<file path="config.mk">
export PLATFORM = sky130hd
export DESIGN_NAME = lane_serializer_8b
export DESIGN_NICKNAME = d
export VERILOG_FILES = /design/src/rtl/lane_serializer_8b.sv
export SDC_FILE = /design/constraint.sdc
export NUM_CORES = 1
export LEC_CHECK = 0
export ABC_CLOCK_PERIOD_IN_PS = 1320
export CORE_AREA = 5 5 68 70
export CTS_CLUSTER_SIZE = 25
export DETAILED_ROUTE_END_ITERATION = 8
export DIE_AREA = 0 0 73 75
export MAX_ROUTING_LAYER = met4
export PLACE_DENSITY_LB_ADDON = 0.08
export SLEW_MARGIN = 25
export SYNTH_ARGS = -nofsm -noshare
export SYNTH_HDL_FRONTEND = slang
export SYNTH_SLANG_ARGS = --single-unit
</file>
<file path="constraint.sdc">
create_clock -name clk_4f -period 1.32 [get_ports clk_4f]
set_input_delay 0.264 -clock clk_4f [delete_from_list [all_inputs] [get_ports clk_4f]]
set_output_delay 0.264 -clock clk_4f [all_outputs]
set_load 0.05 [all_outputs]
</file>
<file path="src/rtl/lane_serializer_8b.sv">
// Serializes one 32-bit lane word into four bytes, MSB first, at 4x the word rate.
// Back-to-back words stream gap-free; words offered while busy are dropped and flagged.
module lane_serializer_8b #(
   parameter logic [7:0] IDLE_SYM = 8'hBC
) (
   input  logic        clk_4f,
   input  logic        reset_L,
   input  logic [31:0] lane_in,
   input  logic        valid_in,
   output logic [7:0]  data_out,
   output logic        valid_out,
   output logic        ready_out,
   output logic        overflow_err
);

   typedef enum logic {S_IDLE, S_SEND} state_t;

   state_t      state_q, state_d;
   logic [1:0]  cnt_q, cnt_d;
   logic [23:0] hold_q, hold_d;
   logic [7:0]  data_q, data_d;
   logic        valid_q, valid_d;
   logic        ovf_q, ovf_d;
   logic        accept;

   // Ready on the last byte of a word as well, so the next word follows with no gap.
   assign ready_out = reset_L & ((state_q == S_IDLE) | (cnt_q == 2'd0));
   assign accept    = valid_in & ready_out;

   always_comb begin
      state_d = state_q;
      cnt_d   = cnt_q;
      hold_d  = hold_q;
      data_d  = data_q;
      valid_d = valid_q;
      ovf_d   = ovf_q | (valid_in & ~ready_out);
      if (accept) begin
         state_d = S_SEND;
         cnt_d   = 2'd3;
         hold_d  = lane_in[23:0];
         data_d  = lane_in[31:24];
         valid_d = 1'b1;
      end else if (state_q == S_SEND) begin
         if (cnt_q != 2'd0) begin
            cnt_d   = cnt_q - 2'd1;
            valid_d = 1'b1;
            case (cnt_q)
               2'd3:    data_d = hold_q[23:16];
               2'd2:    data_d = hold_q[15:8];
               default: data_d = hold_q[7:0];
            endcase
         end else begin
            state_d = S_IDLE;
            data_d  = IDLE_SYM;
            valid_d = 1'b0;
         end
      end else begin
         data_d  = IDLE_SYM;
         valid_d = 1'b0;
      end
   end

   always_ff @(posedge clk_4f or negedge reset_L) begin
      if (!reset_L) begin
         state_q <= S_IDLE;
         cnt_q   <= 2'd0;
         hold_q  <= 24'd0;
         data_q  <= IDLE_SYM;
         valid_q <= 1'b0;
         ovf_q   <= 1'b0;
      end else begin
         state_q <= state_d;
         cnt_q   <= cnt_d;
         hold_q  <= hold_d;
         data_q  <= data_d;
         valid_q <= valid_d;
         ovf_q   <= ovf_d;
      end
   end

   assign data_out     = data_q;
   assign valid_out    = valid_q;
   assign overflow_err = ovf_q;

endmodule

</file>
* Yosys cells after proc, flatten, opt, wreduce, memory -nomap -nowiden
Cells that the tools add are included.
** Word-level totals
- Register bits :: 36
- Output and inout port bits :: 11
- Memories :: 0
- Latch bits :: 0
- Input bits :: 35
- RAM bits :: 0
- Bits in read-only memories :: 0
** Operators by class
- Shift-type cells :: 0
- Reductions and logical operators :: 5
- Bitwise logic cells :: 7
- Multiplexer cells :: 10
- $lt $le $gt $ge :: 0
- Add/subtract/negate cells :: 1
- Div/mod/pow operators :: 0
- Multiply operators :: 0
- Equal/unequal tests :: 2
** Operators with widths (number)
- 8-bit 2-to-1 mux :: 3
- 8-bit one-hot mux with 2 select lines :: 1
- 2-bit 2-to-1 mux :: 3
- 2-bit nonzero test :: 3
- 2-bit == test, second input constant :: 2
- 1-bit AND :: 3
- 1-bit 2-to-1 mux :: 3
- 2-bit zero test :: 1
- 1-bit NOT :: 2
- 1-bit OR :: 2
- 2-bit AND reduction :: 1
- 2-bit by 1-bit subtractor with 2-bit output, second input constant :: 1

* Longest topological paths before layout
Gate-level depths: netlist of the first run.
- Depth in word-level cells :: 6
- Mapped depth :: 6
- Depth with buffers taken out :: 5

* Least setup slack after synthesis of the first run
No wires, ideal clock.
- Path type :: reg2out
- Start :: reg, netlist name valid_out
- End :: out ready_out
- Cell stages (with the launch flop) :: 5
- Path slack :: -286 ps
- Buffers on the path :: 1
- Data arrival time :: 1342 ps
- Cells stage by stage :: dfrtp_1 -> nand2b_4 -> buf_2 -> nand2_1 -> inv_1
** RTL lines
- end: declaration :: line 12 : output logic ready_out,

* Final worst setup path of the first run
- Start :: reg cnt_q[1]
- End :: out ready_out
** Between the ends
- Longest elaborated chain between the ends :: 3
** Ends and longest elaborated chain
- start: declaration :: line 19 : logic [1:0] cnt_q, cnt_d;
- start signal: assignment :: line 73 : cnt_q <= cnt_d;
- 2-bit zero test :: line 27 : assign ready_out = reset_L & ((state_q == S_IDLE) | (cnt_q == 2'd0));
- 1-bit OR :: line 27
- 1-bit AND :: line 27
Every way passes these cells.

==> metrics.txt, run 1 <==
Final setup viols 36; Tmin final roughly 1.6 ns; worst path required time 1.06 ns; core box area approximately 4000 µm²; Critical Path Start Type flop; first-pass GRT wire length 6.15 mm; area share of the largest cell type after synthesis 48.7%; P_int 4350 µW; FF-to-FF Start cnt_q[1]$_DFFE_PN0P_; Root Buffer clkbuf_8; Synth cell types 20; VDD IR max 1190 µV; hold slack 0.0310 ns; number of synthesized register bits 36; Ys Warns 0; Initial Util 40.7%; Antenna Cells 0; final core occ 69.1%; commonest non-fill, non-tap cell in the layout clkdlybuf4s50_1; clk_skew 0.00587 ns; final net count 216; clock power share a little under an eighth; Mapped Cells between 100 and 150; Die ar. about 5500 µm²; fin crit share 120%; Sw Ratio between 30% and 40%; Placer Congestion about 0.71; share of cells above drive strength 1 55.9%; final worst setup slack -0.268 ns; Fin. Hold Viols 0; clock latency reported for the late side of the worst-skew pair 0.29 ns; P&R area growth vs syn 70.0%; die width between 70 and 80 µm; vias 1,115; ANT nets after route 0; initial antenna violation count 0; Max clock buf depth 2; cell area after placement 2300 µm²; Slowest cell on crit path dfrtp_1; post-synth top area cell dfrtp_1; Total Wirelength roughly 3.7 mm; run status finished with violations; leak pwr 0.00124 µW; register area share after synthesis 57.0%; clk slew on worst S/H paths 0.07 ns; Overall Global Routing Usage between 10% and 20%; Worst Setup SP cnt_q[1]$_DFFE_PN0P_; I/O pin count 46; Sink Count 36; reg-to-reg setup timing slack -0.25 ns; Worst Path Arrival 1.32 ns; critical path capture point type output port; sequential share of power between 30% and 40%; Gate power share 57.2%; crit-path max cell delay 0.37 ns; CTS tree yes; mean post-synth cell area 14.6 µm²; grt total ovfl 0; TritonRoute pass-1 iters 4; Worst Setup EP ready_out; net switching power 2380 µW; input/output buffers 45; vias in the first global route 1,263; via-per-instance ratio 4.87; Crit Path Max Fanout 2; top cells by area, synth dfrtp_1, mux2_4, dfstp_2; drt initial violations 15; DP HPWL 2.54 mm; critical setup path kind flop to output port; Max Freq 630 MHz; Slew headroom around four fifths; failing checks setup timing; Avg WL per Cell approximately 16 µm; FF-to-FF path depth 7; CP Buf/Inv Count 3; most frequent cells in the layout clkdlybuf4s50_1, dfrtp_1, mux2_4, buf_12, buf_6; Chip Height 75 µm; Max Transition Viols Final 0; # hold bufs at CTS 0; critical path's top delay family flip-flops; Hold Crit Class input port to async pin; pre-CTS WS -0.204 ns; largest net degree at the start of global routing 24; Critical Path Stages 6; Layout Cell Area excl Fill 2710 µm²; Post-Syn Nets 147; drt drc 0; CTS Buf Count 5; Worst Max-Slew Pin Slew about 0.29 ns; RSZ-0062 raised after global routing yes; Pwr per Cell Area about 2500 nW/µm²; # rows 23; MaxCap Viol Count 0; Mapped Area roughly 1600 µm²; worst r2r dst hold_q[3]$_DFFE_PN0P_; worst-path cell chain inv_2, ha_4, nand2b_4, nand2_4, clkinvlp_4, buf_12; H-tree Lvls 2
[stage by stage]
stage	std cells	TNS, ns	total power (µW)
2_1_floorplan	109	-2.22	3790
3_3_place_gp	211	-4.99	4950
3_5_place_dp	211	-5.39	5040
4_1_cts	226	-6.82	6590
5_1_grt	229	-9.01	7100
6_report	229	-7.05	6730
[per-layer routing]
metal	global-route usage (%)	vias up	wire length (µm)
li1	-	523	-
met4	5.74	0	78
met1	18.8	557	1540
met2	24.6	28	1850
met3	4.27	7	196
met5	-	-	0
[sequential cells by signal, summed over array words and instances, names as in the netlist]
register	flops
valid_out	1
cnt_q	2
overflow_err	1
data_out	8
hold_q	24
[power by group through the flow]
stage                     clock network (µW)  registers, µW  logic, µW
after floorplan                            0           2340       1450
after global placement                     0           2030       2930
after detailed placement                   0           2050       2990
after CTS                                812           2080       3690
after global routing                     877           2150       4070
final                                    796           2090       3850
[how the worst min path moves through the flow]
stage,from,endpoint,slack (ns),depth (start not counted)
4_1_cts,reset_L,overflow_err$_DFF_PN0_,0.04,2
6_report,reset_L,overflow_err$_DFF_PN0_,0.03,2
3_5_place_dp,reset_L,overflow_err$_DFF_PN0_,0.34,2
5_1_grt,reset_L,overflow_err$_DFF_PN0_,0.05,2
2_1_floorplan,reset_L,cnt_q[0]$_DFFE_PN0P_,-0.03,0
3_3_place_gp,reset_L,overflow_err$_DFF_PN0_,0.33,2
[cell families (layout without fill, tap and decap cells)]
family                   count (synthesis)  after routing  synth area share (%)
AO/OA/AOI/OAI                           21             21                  10.2
XOR/XNOR                                 1              1                 0.550
adder cells (fa/ha/maj)                  3              3                  2.36
buffers and inverters                   12             82                  4.09
flip-flops                              36             36                  57.0
multiplexers                            24             24                  21.5
AND/OR/NAND/NOR                         12             12                  4.32
[repair_timing]
action	CTS	global route
gates resized for setup	35	9
setup buffers	7	3
gates cloned	1	0
hold endpoints to repair	0	0
setup endpoints to repair	33	36
pin swaps	9	7
[layout make-up]
type                       count  area (µm²)
clock buffer                   8        90.1
fill                         273        1210
inverter                       6        26.3
multi-input combinational     61         795
sequential                    36         908
tap                           50        62.6
timing repair buffer          68         823
[synth_stat cells, drive strengths merged]
| cell type | instances |
|---|---|
| xnor2 | 1 |
| nand2b | 1 |
| nand3 | 1 |
| a21o | 1 |
| nand2 | 9 |
| a2bb2oi | 5 |
| dfstp | 5 |
| o22ai | 3 |
| inv | 6 |
| mux2 | 24 |
| a22o | 3 |
| buf | 6 |
| nor2 | 1 |
| o211ai | 1 |
| ha | 3 |
| a21oi | 3 |
| dfrtp | 31 |
| a221oi | 5 |
No activity file was read; power rests on OpenSTA's default activity.
==> run 2: changes to the inputs <==
--- a/config.mk
+++ b/config.mk
@@ -5,11 +5,13 @@
 export SDC_FILE = /design/constraint.sdc
 export NUM_CORES = 1
 export LEC_CHECK = 0
-export ABC_CLOCK_PERIOD_IN_PS = 1320
-export CORE_AREA = 5 5 68 70
+export ABC_CLOCK_PERIOD_IN_PS = 1300
+export CORE_AREA = 5 5 65 67
+export CTS_BUF_LIST = sky130_fd_sc_hd__clkbuf_4
 export CTS_CLUSTER_SIZE = 25
 export DETAILED_ROUTE_END_ITERATION = 8
-export DIE_AREA = 0 0 73 75
+export DIE_AREA = 0 0 70 72
+export DONT_BUFFER_PORTS = 1
 export MAX_ROUTING_LAYER = met4
 export PLACE_DENSITY_LB_ADDON = 0.08
 export SLEW_MARGIN = 25
==> constraint.sdc (replaced) <==
create_clock -name clk_4f -period 1.3 [get_ports clk_4f]
set_input_delay 0.26 -clock clk_4f [delete_from_list [all_inputs] [get_ports clk_4f]]
set_output_delay 0.26 -clock clk_4f [all_outputs]
set_load 0.05 [all_outputs]
==> run 2 against run 1 <==
The flow still finishes with violations (setup timing). Register-to-register slack got worse by 0.13 ns. Final area fell by 18%. Die area decreased by 7.9%. Routed wire length fell by 2.5%. Global-route usage is 0.58 points lower. Setup slack worse by 0.11 ns. Final cell count shrank 18%. Non-clock buffer count down 40. Power fell by 7.8%. Hold slack better by 0.0056 ns. Flip-flop and latch count unchanged. Critical path depth increased by 1. Critical path type is now flop to flop. Highest routed layer unchanged.
==> metrics.txt, run 2 (same netlist as run 1, synthesis figures left out) <==
Fin. Hold Viols 0; Chip Height 72 µm; total power 6210 µW; largest register by flop count hold_q; CTS tree yes; Initial Util 44.5%; Crit Path Max Fanout 8; Die ar. between 5000 and 6000 µm²; largest net degree at the start of global routing 37; Total Wirelength approximately 3.6 mm; Final setup viols 37; VDD IR max 1120 µV; Max clock buf depth 2; die width ~70 µm; FF-to-FF Start cnt_q[0]$_DFFE_PN0P_; DP HPWL 2.23 mm; most frequent cells in the layout dfrtp_1, mux2_4, buf_6, buf_4, clkbuf_4; final net count between 150 and 200; worst r2r dst hold_q[0]$_DFFE_PN0P_; # rows 22; critical setup path kind flop to flop; final worst setup slack -0.377 ns; H-tree Lvls 2; CTS Buf Count 5; P&R area growth vs syn 39.2%; final core occ approximately three fifths; Overall Global Routing Usage 14.9%; Pwr per Cell Area around 2800 nW/µm²; clk_skew 0.00848 ns; Avg WL per Cell 19.1 µm; FF-to-FF path depth 7; cell area after placement 1770 µm²; Hold Crit Class input port to flop; I/O pin count 46; hold path start valid_in; critical path capture point type flop; Sink Count 36; worst path required time 1.53 ns; Layout Cell Area excl Fill about 2200 µm²; run status finished with violations; hold path cells 1; drt initial violations 39; Worst Max-Slew Pin Slew 0.468 ns; Min-Delay Endpoint overflow_err$_DFF_PN0_; MaxCap Viol Count 0; RSZ-0062 raised after global routing yes; initial antenna violation count 0; ANT nets after route 0; commonest non-fill, non-tap cell in the layout dfrtp_1; Worst Path Arrival about 1.9 ns; Final Non-Filler Cells between 150 and 200; TritonRoute pass-1 iters 4; Root Buffer clkbuf_4; via-per-instance ratio 5.25; vias in the first global route 1,100; grt total ovfl 0; share of cells above drive strength 1 roughly two thirds; reg-to-reg setup timing slack -0.38 ns; Max Freq 596 MHz; Antenna Cells 0; max FFs per register 24; Slew headroom 68.8%; failing checks setup timing; vias 982; Tmin final approximately 1.7 ns; leak pwr 0.00103 µW; Critical Path Start Type flop; clock latency reported for the late side of the worst-skew pair 0.34 ns; first-pass GRT wire length 5.49 mm; Placer Congestion roughly 0.71; clk slew on worst S/H paths about 0.10 ns; drt drc 0; placed insts about 170; core box area 3580 µm²; fin crit share 129%; input/output buffers 0; Max Transition Viols Final 0
-- run 2: cell types whose count changed in the layout (fill, tap and decap cells not counted), moves of 2 or more --
| cell | previous run | this run |
|---|---|---|
| clkbuf_4 | 0 | 7 |
| clkbuf_8 | 6 | 0 |
| clkbuf_1 | 2 | 0 |
| nand2_1 | 2 | 6 |
| clkdlybuf4s50_1 | 33 | 0 |
| a221oi_4 | 1 | 3 |
| nand2_2 | 6 | 2 |
| buf_12 | 14 | 4 |
-- run 2: per-layer routing --
metal	GRT usage [%]	vias up	share of wire, %	routed length (µm)
met1	18.8	500	44	1560
met2	22.0	28	50	1780
li1	-	449	-	-
met4	5.74	0	1.7	60
met3	5.26	5	5.0	179
met5	-	-	0	0
-- run 2: critical path: stages (launching register included) --
cell and delay [ns]:
dfrtp_1 0.41, inv_2 0.11, ha_4 0.13, nand2b_4 0.13, buf_6 0.11, nand3_4 0.16, clkbuf_16 0.23, mux2_4 0.29
-- run 2: how the worst max path moves through the flow --
stage,from,end,slack (ns),cells after the start
after floorplan,cnt_q[0]$_DFFE_PN0P_,hold_q[10]$_DFFE_PN0P_,-0.13,6
after global placement,cnt_q[0]$_DFFE_PN0P_,data_out[6]$_DFF_PN0_,-0.19,6
after detailed placement,cnt_q[1]$_DFFE_PN0P_,hold_q[8]$_DFFE_PN0P_,-0.20,6
after CTS,cnt_q[1]$_DFFE_PN0P_,ready_out,-0.36,5
after global routing,cnt_q[0]$_DFFE_PN0P_,ready_out,-0.44,5
final,cnt_q[0]$_DFFE_PN0P_,hold_q[0]$_DFFE_PN0P_,-0.38,7
-- run 2: stage by stage --
stage / worst slack (ns) / hold slack, ns / TNS [ns]
floorplan: -0.133 / -0.0356 / -2.67
global placement: -0.189 / -0.0342 / -4.76
detailed placement: -0.203 / -0.0340 / -5.87
CTS: -0.361 / 0.0177 / -9.39
global route: -0.443 / 0.0111 / -13.54
finish: -0.377 / 0.0365 / -11.29
-- run 2: what timing repair did --
action / CTS / global route
pin swaps: 5 / 10
cloned: 1 / 1
gates resized for setup: 10 / 37
hold endpoints to repair: 36 / 0
setup endpoints to repair: 41 / 41
setup buffers: 5 / 6
hold buffers: 2 / 0
-- run 2: cell type report --
| type | instances | area [µm²] |
|---|---|---|
| fill | 289 | 1360 |
| inverter | 6 | 26.3 |
| multi-input combinational | 61 | 816 |
| timing repair buffer | 28 | 349 |
| clock inverter | 1 | 3.75 |
| clock buffer | 7 | 52.6 |
| sequential | 36 | 908 |
| tap | 48 | 60.1 |
-- run 2: where the power goes --
part	internal [µW]	switching, µW	leakage, µW
combinational	1860	1280	0.000577
sequential	1720	746	0.000417
clock	249	347	0.0000338
==> run 3: changes to the inputs <==
--- a/config.mk
+++ b/config.mk
@@ -6,11 +6,13 @@
 export NUM_CORES = 1
 export LEC_CHECK = 0
 export ABC_CLOCK_PERIOD_IN_PS = 1300
-export CORE_AREA = 5 5 65 67
+export CELL_PAD_IN_SITES_DETAIL_PLACEMENT = 0
+export CELL_PAD_IN_SITES_GLOBAL_PLACEMENT = 2
+export CORE_AREA = 5 5 70 72
 export CTS_BUF_LIST = sky130_fd_sc_hd__clkbuf_4
 export CTS_CLUSTER_SIZE = 25
 export DETAILED_ROUTE_END_ITERATION = 8
-export DIE_AREA = 0 0 70 72
+export DIE_AREA = 0 0 75 77
 export DONT_BUFFER_PORTS = 1
 export MAX_ROUTING_LAYER = met4
 export PLACE_DENSITY_LB_ADDON = 0.08
==> run 3 against run 2 <==
Flip-flop and latch count is the same. Setup slack lost 0.054 ns. Global-route usage shrank 0.98 points. Final cell count grew 3.2%. Non-clock buffer count grew 2. Final area shrank 2.5%. Utilization shrank 11 points. Count of clock-buffer cells in the layout is the same. Routed wire length grew 4.1%. Die area grew 15%. Combinational power shrank 9.6%. Highest routed layer unchanged. Clock skew grew 0.0029 ns. The run still ends with setup timing left.
==> metrics.txt, run 3 (same netlist as run 1, synthesis figures left out) <==
run status finished with violations; P&R area growth vs syn 35.7%; vias 985; critical path capture point type output port; TritonRoute pass-1 iters 3; Max clock buf depth 2; clock latency reported for the late side of the worst-skew pair 0.33 ns; via-per-instance ratio 5.10; hold path cells 1; Slew headroom between 60 and 70%; drt drc 0; Crit Path Max Fanout 2; ANT nets after route 0; Die ar. 5780 µm²; Antenna Cells 0; input/output buffers 0; core box area about 4200 µm²; commonest non-fill, non-tap cell in the layout dfrtp_1; MaxCap Viol Count 0; largest net degree at the start of global routing 37; largest register by flop count hold_q; Fin. Hold Viols 0; Worst Path Arrival approximately 1.5 ns; final worst setup slack -0.431 ns; most frequent cells in the layout dfrtp_1, mux2_4, buf_4, nand2_1, clkbuf_4; die width 75 µm; Max Transition Viols Final 0; Hold Crit Class input port to flop; failing checks setup timing; vias in the first global route 1,102; Sink Count 36; Final setup viols 36; Root Buffer clkbuf_4; Tmin final 1.73 ns; Pwr per Cell Area 2720 nW/µm²; CTS Buf Count 5; final net count 178; share of cells above drive strength 1 62.4%; # rows 24; drt initial violations 41; I/O pin count between 40 and 50; Overall Global Routing Usage 13.9%; RSZ-0062 raised after global routing yes; pre-CTS WS -0.222 ns; Avg WL per Cell about 19 µm; worst-path cell chain inv_2, ha_4, nand2b_4, buf_12, nand2_4, clkinvlp_4; FF-to-FF path depth 8; Initial Util between 30% and 40%; VDD IR max 1150 µV; CTS tree yes; final core occ 51.0%; max FFs per register 24; Critical Path Start Type flop; Final Non-Filler Cells 193; Placer Congestion around 0.66; leak pwr 0.00100 µW; grt total ovfl 0; Worst Max-Slew Pin Slew around 0.48 ns; placed insts 169; crit-path max cell delay approximately 0.38 ns; critical setup path kind flop to output port; Chip Height 77 µm; first-pass GRT wire length 5.80 mm; fin crit share 133%; clk slew on worst S/H paths 0.11 ns; Total Wirelength 3.72 mm; clk_skew 0.0113 ns; H-tree Lvls 2; Slowest cell on crit path dfrtp_1; worst path required time 1.04 ns; Max Freq just under 600 MHz; initial antenna violation count 0
-- run 3: through the flow --
step                power [µW]  instance area [µm²]  hold WS (ns)  TNS [ns]
global placement          4490                 1770       -0.0345     -5.21
floorplan                 3850                 1620       -0.0356     -2.67
finish                    5880                 2160        0.0522    -10.25
global route              6240                 2160        0.0176    -13.51
CTS                       5760                 2100        0.0301    -10.86
detailed placement        4530                 1770       -0.0345     -5.75
-- run 3: final cells by class --
class	count	area, µm²
fillers	375	2070
flip-flops and latches	36	908
multi-input cells	61	759
repair buffers	30	344
well taps	52	65.1
clock buffers	7	52.6
inverters	6	26.3
clock inverters	1	3.75
-- run 3: metal layers --
layer | up-vias | global-route usage (%) | routed length [µm]
met2 | 31 | 20.8 | 1900
met1 | 493 | 18.5 | 1610
met4 | 0 | 3.20 | 38
met5 | - | - | 0
li1 | 457 | - | -
met3 | 4 | 4.18 | 167
-- run 3: what timing repair did --
item	CTS	global route
endpoints found under the hold margin	36	0
cloned	2	0
setup buffers	9	4
pin swaps	2	5
hold buffers	2	0
gates resized for setup	22	11
endpoints found under the setup margin	39	41
-- run 3: report_power, final --
group / switching [µW] / internal [µW]
sequential: 718 / 1720
clock: 350 / 250
combinational: 1180 / 1660
-- run 3: critical path, delay by kind of cell (launching register included) --
family / cells / cell delay, ns
buf+inv: 3 / 0.41
fa+ha+maj: 1 / 0.14
simple gates: 2 / 0.21
flops: 1 / 0.38
-- run 3: final timing paths --
kind,from,to,slack (ns)
max reg2reg,cnt_q[0]$_DFFE_PN0P_,hold_q[3]$_DFFE_PN0P_,-0.34
max in group asynchronous,reset_L,data_out[3]$_DFF_PN1_,0.66
min,lane_in[26],data_out[2]$_DFF_PN1_,0.05
min in group asynchronous,reset_L,hold_q[18]$_DFFE_PN0P_,0.36
max,cnt_q[0]$_DFFE_PN0P_,ready_out,-0.43
min reg2reg,hold_q[7]$_DFFE_PN0P_,data_out[7]$_DFF_PN1_,0.50
